## src/rtl/orbtrace_pkg.sv

```systemverilog
// orbtrace_pkg: constants and types shared by the trace-to-UART path.
//   FRAME_BYTES_DEFAULT  default TPIU frame size in bytes
//   SYSCLK_HZ            system clock frequency (48 MHz PLL output)
//   TPIU_FRAME_W         width of one TPIU frame in bits
//   stage_t              output-stage state of pack_fifo_sender
package orbtrace_pkg;

  localparam int FRAME_BYTES_DEFAULT = 16;
  localparam int SYSCLK_HZ           = 48_000_000;
  localparam int TPIU_FRAME_W        = 128;

  typedef enum logic {
    ST_EMPTY,
    ST_SENDING
  } stage_t;

endpackage

```

## src/rtl/pack_fifo_sender_if.sv

```systemverilog
// pack_fifo_sender_if: frame capture handshake plus serial byte stream.
//   pkt_avail/pkt_in/pkt_ack     frame offered by the trace front end, acked once
//   data_out/data_valid/data_ready  byte stream towards the UART
// Modport master is the sender side (captures frames, drives bytes);
// slave is the producer/consumer side.
interface pack_fifo_sender_if import orbtrace_pkg::*; #(
  parameter int FRAME_BYTES = TPIU_FRAME_W / 8
);

  logic                     pkt_avail;
  logic [8*FRAME_BYTES-1:0] pkt_in;
  logic                     pkt_ack;
  logic [7:0]               data_out;
  logic                     data_valid;
  logic                     data_ready;

  modport master (
    input  pkt_avail, pkt_in, data_ready,
    output pkt_ack, data_out, data_valid
  );

  modport slave (
    output pkt_avail, pkt_in, data_ready,
    input  pkt_ack, data_out, data_valid
  );

endinterface

```

## src/rtl/frame_fifo.sv

```systemverilog
// frame_fifo: DEPTH x WIDTH synchronous FIFO with a registered head output.
//   clk, rst        clock, asynchronous active-high reset
//   push, wdata     write wdata at the tail (caller guarantees space or same-edge pop)
//   pop             drop the head entry
//   head            registered copy of the current head entry
//   full, empty     occupancy flags
//   count           entries held (0..DEPTH)
module frame_fifo #(
  parameter int DEPTH = 4,
  parameter int WIDTH = 128
) (
  input  logic                   clk,
  input  logic                   rst,
  input  logic                   push,
  input  logic                   pop,
  input  logic [WIDTH-1:0]       wdata,
  output logic [WIDTH-1:0]       head,
  output logic                   full,
  output logic                   empty,
  output logic [$clog2(DEPTH):0] count
);

  localparam int            AW       = $clog2(DEPTH);
  localparam logic [AW:0]   ONE      = 1;
  localparam logic [AW:0]   FULL_CNT = DEPTH;

  logic [WIDTH-1:0] mem [DEPTH];
  logic [AW:0]      wr_ptr;
  logic [AW:0]      rd_ptr;
  logic [AW:0]      rd_next;

  // Pointers carry one extra wrap bit so full and empty are distinguishable.
  assign rd_next = pop ? rd_ptr + ONE : rd_ptr;
  assign count   = wr_ptr - rd_ptr;
  assign empty   = (wr_ptr == rd_ptr);
  assign full    = (count == FULL_CNT);

  always_ff @(posedge clk) begin
    if (push) mem[wr_ptr[AW-1:0]] <= wdata;
  end

  always_ff @(posedge clk or posedge rst) begin
    if (rst) begin
      wr_ptr <= '0;
      rd_ptr <= '0;
      head   <= '0;
    end else begin
      if (push) wr_ptr <= wr_ptr + ONE;
      rd_ptr <= rd_next;
      // Head tracks the entry that will be at the front after this edge;
      // a push into an (about to be) empty FIFO bypasses the memory.
      head <= (push && rd_next == wr_ptr) ? wdata : mem[rd_next[AW-1:0]];
    end
  end

endmodule

```

## src/rtl/pack_fifo_sender.sv

```systemverilog
// pack_fifo_sender: buffers whole TPIU frames and serialises them LSB byte first.
//   clk, rst     system clock, asynchronous active-high reset
//   sync         trace sync indicator; frames offered while low are dropped when SYNC_GATE=1
//   bus          frame handshake (pkt_*) and byte stream (data_*), master side
//   level        frames waiting in the FIFO (output stage not included)
//   ovf_count    frames lost to a full FIFO, saturating
//   ovf_led      held high for OVF_STRETCH cycles after the last overflow
module pack_fifo_sender import orbtrace_pkg::*; #(
  parameter int          FRAME_BYTES = FRAME_BYTES_DEFAULT,
  parameter int          DEPTH       = 4,
  parameter bit          SYNC_GATE   = 1'b1,
  parameter int unsigned OVF_STRETCH = SYSCLK_HZ / 10
) (
  input  logic                   clk,
  input  logic                   rst,
  input  logic                   sync,
  pack_fifo_sender_if.master     bus,
  output logic [$clog2(DEPTH):0] level,
  output logic [15:0]            ovf_count,
  output logic                   ovf_led
);

  localparam int              FW       = 8 * FRAME_BYTES;
  localparam int              IW       = (FRAME_BYTES > 1) ? $clog2(FRAME_BYTES) : 1;
  localparam int              SW       = $clog2(OVF_STRETCH + 1);
  localparam logic [IW-1:0]   LAST_IDX = IW'(FRAME_BYTES - 1);

  stage_t          state_q;
  stage_t          state_d;
  logic [FW-1:0]   sreg;
  logic [IW-1:0]   idx;
  logic            ack_q;
  logic [SW-1:0]   stretch;

  logic            capture;
  logic            keep;
  logic            accept;
  logic            pop;
  logic            push;
  logic            ovf;
  logic            fifo_full;
  logic            fifo_empty;
  logic [FW-1:0]   head;

  // The ack-low qualifier stops a second capture while the producer is
  // still reacting to the previous ack.
  assign capture = bus.pkt_avail && !ack_q;
  assign keep    = !(SYNC_GATE && !sync);
  assign accept  = (state_q == ST_SENDING) && bus.data_ready;
  assign push    = capture && keep && (!fifo_full || pop);
  assign ovf     = capture && keep && fifo_full && !pop;

  frame_fifo #(
    .DEPTH (DEPTH),
    .WIDTH (FW)
  ) u_fifo (
    .clk   (clk),
    .rst   (rst),
    .push  (push),
    .pop   (pop),
    .wdata (bus.pkt_in),
    .head  (head),
    .full  (fifo_full),
    .empty (fifo_empty),
    .count (level)
  );

  always_ff @(posedge clk or posedge rst) begin
    if (rst) state_q <= ST_EMPTY;
    else     state_q <= state_d;
  end

  // Reload on the last byte's handshake keeps frames back to back.
  always_comb begin
    state_d = state_q;
    pop     = 1'b0;
    case (state_q)
      ST_EMPTY: begin
        if (!fifo_empty) begin
          pop     = 1'b1;
          state_d = ST_SENDING;
        end
      end
      ST_SENDING: begin
        if (bus.data_ready && idx == LAST_IDX) begin
          if (!fifo_empty) pop = 1'b1;
          else             state_d = ST_EMPTY;
        end
      end
      default: state_d = ST_EMPTY;
    endcase
  end

  // Shift register presents byte[idx] at its bottom byte.
  always_ff @(posedge clk or posedge rst) begin
    if (rst) begin
      sreg <= '0;
      idx  <= '0;
    end else if (pop) begin
      sreg <= head;
      idx  <= '0;
    end else if (accept) begin
      sreg <= sreg >> 8;
      idx  <= idx + IW'(1);
    end
  end

  always_ff @(posedge clk or posedge rst) begin
    if (rst) begin
      ack_q     <= 1'b0;
      ovf_count <= '0;
      stretch   <= '0;
    end else begin
      ack_q <= capture;
      if (ovf && ovf_count != '1) ovf_count <= ovf_count + 16'd1;
      if (ovf)                  stretch <= SW'(OVF_STRETCH);
      else if (stretch != '0)   stretch <= stretch - SW'(1);
    end
  end

  assign bus.pkt_ack    = ack_q;
  assign bus.data_out   = sreg[7:0];
  assign bus.data_valid = (state_q == ST_SENDING);
  assign ovf_led        = (stretch != '0);

endmodule

```

## src/flat_wrapper.sv

```systemverilog
// flat-port wrapper written by rule: the top's interface ports become plain ports
module pack_fifo_sender_flat import orbtrace_pkg::*;
#(
  parameter int          FRAME_BYTES = FRAME_BYTES_DEFAULT,
  parameter int          DEPTH       = 4,
  parameter bit          SYNC_GATE   = 1'b1,
  parameter int unsigned OVF_STRETCH = SYSCLK_HZ / 10
)
  (clk, rst, sync, level, ovf_count, ovf_led, bus_pkt_avail, bus_pkt_in, bus_data_ready, bus_pkt_ack, bus_data_out, bus_data_valid);
  pack_fifo_sender_if #(.FRAME_BYTES(FRAME_BYTES)) bus_i ();
  input  logic clk;
  input  logic rst;
  input  logic sync;
  output logic [$clog2(DEPTH):0] level;
  output logic [15:0] ovf_count;
  output logic ovf_led;
  input wire logic [$bits(bus_i.pkt_avail)-1:0] bus_pkt_avail;
  input wire logic [$bits(bus_i.pkt_in)-1:0] bus_pkt_in;
  input wire logic [$bits(bus_i.data_ready)-1:0] bus_data_ready;
  output wire logic [$bits(bus_i.pkt_ack)-1:0] bus_pkt_ack;
  output wire logic [$bits(bus_i.data_out)-1:0] bus_data_out;
  output wire logic [$bits(bus_i.data_valid)-1:0] bus_data_valid;
  assign bus_i.pkt_avail = bus_pkt_avail;
  assign bus_i.pkt_in = bus_pkt_in;
  assign bus_i.data_ready = bus_data_ready;
  assign bus_pkt_ack = bus_i.pkt_ack;
  assign bus_data_out = bus_i.data_out;
  assign bus_data_valid = bus_i.data_valid;
  pack_fifo_sender #(.FRAME_BYTES(FRAME_BYTES), .DEPTH(DEPTH), .SYNC_GATE(SYNC_GATE), .OVF_STRETCH(OVF_STRETCH)) u_core (.clk(clk), .rst(rst), .sync(sync), .bus(bus_i), .level(level), .ovf_count(ovf_count), .ovf_led(ovf_led));
endmodule
```

## config.mk

```make
export PLATFORM = sky130hd
export DESIGN_NAME = pack_fifo_sender_flat
export DESIGN_NICKNAME = d
export VERILOG_FILES = /design/src/rtl/orbtrace_pkg.sv /design/src/rtl/pack_fifo_sender_if.sv /design/src/rtl/frame_fifo.sv /design/src/rtl/pack_fifo_sender.sv /design/src/flat_wrapper.sv
export SDC_FILE = /design/constraint.sdc
export NUM_CORES = 1
export LEC_CHECK = 0
export ABC_CLOCK_PERIOD_IN_PS = 13390
export BUFFER_PORTS_ARGS = -buffer_cell sky130_fd_sc_hd__buf_2
export CORE_MARGIN = 10
export CORE_UTILIZATION = 65
export CTS_CLUSTER_DIAMETER = 50
export DETAILED_ROUTE_END_ITERATION = 16
export GPL_ROUTABILITY_DRIVEN = 0
export PLACE_DENSITY = 0.82
export SLEW_MARGIN = 20
export SYNTH_ARGS = -nofsm -noshare
export SYNTH_HDL_FRONTEND = slang
export SYNTH_SLANG_ARGS = --single-unit
export TNS_END_PERCENT = 50
```

## constraint.sdc

```tcl
create_clock -name clk -period 13.39 [get_ports clk]
set_input_delay 0.6695 -clock clk [delete_from_list [all_inputs] [get_ports clk]]
set_output_delay 0.6695 -clock clk [all_outputs]
set_load 0.02 [all_outputs]
```

Word level (Yosys, flattened, before mapping)
Memory sizes are Yosys's and may differ from the RTL's.
Index checks and enable logic that the tools add are counted.
{"block": "totals", "reg_bits": 307, "wordCells": 53, "mem_count": 1, "output_inout_bits": 30, "inputBits": 133, "ramBits": 512}
{"name": "u_core.u_fifo.mem", "depth": 4, "word_bits": 128, "rd": 1, "rd_clocked_by_memory_dff": 0, "wr": 1, "line_no": "frame_fifo.sv:27", "text": "logic [WIDTH-1:0] mem [DEPTH];"}
{"block": "classes", "reduce_logical": 16, "add_sub_neg": 6, "mux": 15, "bitwise": 1, "eq_ne": 5}
{"cell": "128-bit two-way mux", "count": 3}
{"cell": "23-bit two-way mux", "count": 2}
{"cell": "23-bit nonzero test", "count": 1}
{"cell": "23-bit by 1-bit subtractor with 23-bit output (second input constant)", "count": 1}
{"cell": "16-bit by 1-bit adder with 16-bit output (second input constant)", "count": 1}
{"cell": "16-bit != test (second input constant)", "count": 1}
{"cell": "1-bit logical AND", "count": 9}
{"cell": "4-bit two-way mux", "count": 2}
{"cell": "3-bit by 1-bit adder with 3-bit output (second input constant)", "count": 2}
{"cell": "3-bit == test", "count": 2}
{"cell": "1-bit two-way mux", "count": 5}
{"cell": "4-bit by 1-bit adder with 4-bit output (second input constant)", "count": 1}
{"cell": "4-bit == test (second input constant)", "count": 1}
{"cell": "1-bit case mux with 2 select lines", "count": 2}
{"cell": "2-bit nonzero test", "count": 2}
{"cell": "3-bit == test (second input constant)", "count": 1}
{"cell": "1-bit zero test", "count": 3}
{"cell": "3-bit two-way mux", "count": 1}
{"cell": "3-bit subtractor", "count": 1}
{"cell": "1-bit logical OR", "count": 1}
{"cell": "1-bit NOT", "count": 1}

Logic depth before layout (Yosys ltp)
{"block": "logic_depth", "ltp_word": 8, "depth_mapped": 11, "depth_no_buf": 9}

Hierarchy
A second synthesis with hierarchy kept.
{"block": "hier_totals", "cells_unflattened": 2059, "area_unflattened_um2": 36428.7}
{"module": "frame_fifo", "area_per_inst_um2": 28447.3, "instances": 1, "seq_area_each_um2": 18728.0, "cells_each": 1292}
{"module": "pack_fifo_sender", "area_per_inst_um2": 7981.4, "instances": 1, "seq_area_each_um2": 4329.2, "cells_each": 767}

Worst setup path before layout
Ideal clock, no wire load.
{"block": "synth_timing", "path_type": "register to register", "from": "register u_core.u_fifo.wr_ptr[0]", "to": "memory u_core.u_fifo.mem[3][0] (enable)", "required_ns": 12.886, "setup_slack_ns": 8.022, "n_path_buf": 0, "arrival_ns": 4.864, "setup_time_ns": 0.504, "path_stages_with_launch": 9, "period_less_slack_ns": 5.368, "path_cell_list": "dfrtp_1 > inv_1 > ha_1 > fa_1 > xor3_2 > nand3_2 > nor2_1 > nor2_1 > and2_1"}
{"block": "synth_via", "word_cells_on_any_way": 11}
{"item": "start, declared", "line_no": "frame_fifo.sv:28", "text": "logic [AW:0] wr_ptr;"}
{"item": "start signal, assigned", "line_no": "frame_fifo.sv:48", "text": "if (push) wr_ptr <= wr_ptr + ONE;"}
{"item": "3-bit subtractor", "line_no": "frame_fifo.sv:34", "text": "assign count = wr_ptr - rd_ptr;"}
{"item": "named net level[2]", "line_no": "flat_wrapper.sv:14", "text": "output logic [$clog2(DEPTH):0] level;"}
{"item": "3-bit == test", "line_no": "frame_fifo.sv:36", "text": "assign full = (count == FULL_CNT);"}
{"item": "1-bit zero test", "line_no": "pack_fifo_sender.sv:50", "text": "assign push = capture && keep && (!fifo_full || pop);"}
{"item": "1-bit logical OR", "line_no": "pack_fifo_sender.sv:50"}
{"item": "1-bit logical AND", "line_no": "pack_fifo_sender.sv:50"}
{"item": "1-bit two-way mux", "line_no": "frame_fifo.sv:39", "text": "if (push) mem[wr_ptr[AW-1:0]] <= wdata;"}
{"item": "1-bit two-way mux (implied by the code)", "line_no": "frame_fifo.sv:39"}
{"item": "end, declared", "line_no": "frame_fifo.sv:27"}
The timed path passes the listed nets, and every way through them passes these cells.

Final worst setup path
{"block": "layout_timing", "from": "register u_core.u_fifo.rd_ptr[0]", "to": "memory u_core.u_fifo.mem[3][1] (enable)"}
{"block": "layout_via", "elab_chain_cells": 8, "word_cells_on_any_way": 11}
{"item": "start, declared", "line_no": "frame_fifo.sv:29", "text": "logic [AW:0] rd_ptr;"}
{"item": "start signal, assigned", "line_no": "frame_fifo.sv:49", "text": "rd_ptr <= rd_next;"}
{"item": "branches (longest 4 deep; another with 3-bit subtractor)"}
{"item": "1-bit logical OR *", "line_no": "pack_fifo_sender.sv:50"}
{"item": "1-bit logical AND *", "line_no": "pack_fifo_sender.sv:50"}
{"item": "1-bit two-way mux *", "line_no": "frame_fifo.sv:39"}
{"item": "1-bit two-way mux (implied by the code) *", "line_no": "frame_fifo.sv:39"}
Mark *: on every way between the ends.

==> metrics.md <==
| Metric | Value |
|---|---|
| Outcome | finished clean |
| Utilization after layout | 73.2% |
| Die area | 66500 um^2 |
| CP required | 13.63 ns |
| Die Y | 258 um |
| # H-tree levels | 3 |
| Max IR drop VDD | 0.193 mV |
| Area grow syn2layout | 11.8% |
| Post-CTS resize count | 0 |
| Clock slew at reported path FFs | 0.06 ns |
| Crit path kind | flop to flop |
| Setup crit end kind | flop |
| Core box area | 56200 um^2 |
| Clk_lat worst skew | 0.65 ns |
| Post-synthesis sequential area ratio | 62.7% |
| Slew HR | 21.5% |
| GRT Util Overall | 24.4% |
| 1st-iter DRT viols | 1861 |
| Setup TNS | 0 ns |
| Ports | 163 |
| CP Max Fanout | 52 |
| Period utilization | 36.7% |
| Slew of the pin with the lowest slew margin | 1.18 ns |
| RSZ-0062 raised after global routing | false |
| Post-Syn Nets | 2598 |
| Fillcell total | 3439 |
| Setup bufs post-CTS | 0 |
| Initial Utilization | 65.5% |
| Share of layout cells above drive strength 1 | 18.0% |
| Maximum number of pins on one net before global-route repair | 129 |
| Fin. max-slew vios | 0 |
| Post-Syn Instances | 2454 |
| Clk_skew | 0.0273 ns |
| Synthesis Warnings | 0 |
| Router iterations before antenna repair | 5 |
| Tmin final | 4.92 ns |
| Longest Clk Path Bufs | 3 |
| CTS tree | yes |
| DPL Wire Length | 46600 um |
| Crit path DAT | 5.16 ns |
| WL per Instance | 23.8 um |
| Distinct cells, synth | 52 |
| Post-DP Area | 38100 um^2 |
| Hold Vio Cnt, Final | 0 |
| Final global-route overflow total | 0 |
| CTS Hold Buffers Added | 0 |
| Max-cap viol count | 0 |
| Post-DRT Antenna Nets | 0 |
| Final setup fails | 0 |
| Placed Cells | 3246 |
| Final std cells w/o fill | 3418 |
| Reg area | 23100 um^2 |
| Initial antenna violation count | 17 |
| Total wire length | 81400 um |
| Rows | 87 |
| Mapped Area | 36800 um^2 |
| Area occupied by multi-input gates | 12500 um^2 |
| Number of flops mapped to enable cells by yosys | 512 |
| Num CTS Buffers | 87 |
| Leak | 0.0174 uW |
| Most frequent cells in the layout | mux2i_1 (642), edfxtp_1 (512), dfrtp_1 (305), nor2_1 (267), buf_2 (162) |
| Max Fclk | 203 MHz |
| CP Launch Type | flop |
| Main synth FF type | edfxtp_1 |
| Global-route wire length before repair | 128000 um |
| Commonest non-fill, non-tap cell in the layout | mux2i_1 |
| Total number of vias | 21326 |
| Die W | 258 um |
| Syn Area/Cell | 15.0 um^2 |
| Clock Tree Root | clkbuf_16 |
| Post-route cell area | 41100 um^2 |
| Vias per cell | 6.24 |
| Residual DRC | 0 |
| Ys async rst share | 37.5% |
| Type of the worst min-delay path | input port to async pin |
| Vias in the first global route | 22869 |
| Final nets | 2723 |
| Flops & latches, synth | 819 |
| Clk sink count | 819 |
| IO Port Bufs | 162 |
| Total power per unit cell area | 216 nW/um^2 |
layer usage:
| metal | vias to the layer above | wire length [um] | track usage, % |
|---|---|---|---|
| met5 | - | 48 | 0 |
| met4 | 6 | 1850 | 8.61 |
| met2 | 742 | 41500 | 41.2 |
| met1 | 11019 | 33000 | 31.7 |
| li1 | 9427 | - | - |
| met3 | 132 | 4940 | 4.20 |
kinds of logic (layout without fill, tap and decap cells):
logic type,Yosys count,in the layout,synth area share [%]
buffers and inverters,292,491,3.56
muxes,773,773,25.4
xor gates and xnor gates,41,41,1.02
AOI/OAI and AO/OA,148,148,2.70
and+or+nand+nor,370,370,4.26
DFF,819,819,62.7
other,0,9,0
adders and majority gates,11,11,0.395
report_power, final:
| part | internal (uW) | total [uW] | switching (uW) |
|---|---|---|---|
| clock network | 1500 | 2500 | 999 |
| logic | 1310 | 2800 | 1490 |
| registers | 3250 | 3590 | 342 |
path summary, 6_finish.rpt:
path	to	slack, ns	from	cells after the start
hold / removal	u_core.u_fifo.head[90]	0.19	rst	2
hold reg to reg	u_core.sreg[123]	0.47	u_core.u_fifo.head[123]	1
max in group asynchronous	u_core.sreg[27]	10.99	rst	4
setup reg to reg	u_core.u_fifo.mem[3][1]	8.47	u_core.u_fifo.rd_ptr[0]	9
setup / recovery	u_core.u_fifo.mem[3][1]	8.47	u_core.u_fifo.rd_ptr[0]	9
min in group clk	u_core.u_fifo.mem[1][97]	0.25	bus_pkt_in[97]	1
final cells by class:
| class | instances | area share [%] |
|---|---|---|
| clock buffer | 122 | 6.01 |
| timing repair buffer | 190 | 2.56 |
| tap | 756 | 2.30 |
| clock inverter | 41 | 1.36 |
| multi-input combinational | 1343 | 30.4 |
| antenna | 9 | 0.0547 |
| sequential | 819 | 56.1 |
| inverter | 138 | 1.28 |
cells in the mapped netlist, drive strengths merged (3+ instances only):
| cell type | n | area, um^2 |
|---|---|---|
| mux2i | 642 | 6430 |
| nand3 | 14 | 75.1 |
| nor2 | 267 | 1000 |
| xnor2 | 20 | 175 |
| buf | 65 | 455 |
| nand2 | 35 | 131 |
| and2 | 6 | 37.5 |
| xor2 | 20 | 175 |
| nor2b | 4 | 25.0 |
| and3 | 5 | 31.3 |
| clkbuf | 89 | 335 |
| or3 | 3 | 18.8 |
| mux4 | 128 | 2880 |
| inv | 138 | 518 |
| nor3 | 13 | 70.1 |
| dfrtp | 307 | 7680 |
| edfxtp | 512 | 15400 |
| mux2 | 3 | 33.8 |
| o22ai | 121 | 757 |
| nand4 | 10 | 68.8 |
| a22o | 8 | 70.1 |
| nand3b | 3 | 22.5 |
| ha | 10 | 125 |
| o21ai | 6 | 30.0 |
per-stage QoR:
| step | hold WS (ns) | power [uW] | setup WS, ns |
|---|---|---|---|
| after floorplan | 0.449 | 5730 | 4.23 |
| after global placement | 0.454 | 6270 | 8.63 |
| after detailed placement | 0.472 | 6400 | 8.52 |
| after CTS | 0.214 | 8920 | 8.50 |
| after global routing | 0.243 | 9280 | 8.22 |
| final | 0.191 | 8890 | 8.47 |
sequential cells by signal (all words and copies together) (netlist names):
| register | cells |
|---|---|
| u_core.u_fifo.head | 128 |
| u_core.ovf_count | 16 |
| u_core.idx | 4 |
| u_core.bus.pkt_ack | 1 |
| u_core.stretch | 23 |
| u_core.u_fifo.wr_ptr | 3 |
| u_core.u_fifo.mem | 512 |
| u_core.u_fifo.rd_ptr | 3 |
| u_core.sreg | 128 |
| u_core.bus.data_valid | 1 |
worst max-delay path: stages, from the launching register on:
cell	delay (ns)
dfrtp_4	0.66
ha_1	0.29
fa_1	0.38
xor3_2	0.25
nand3_2	0.18
nor2_1	0.12
nor2_1	0.42
and2_4	0.56
buf_4	0.74
buf_4	0.76
Note: power is estimated with default switching activity, not from simulation.
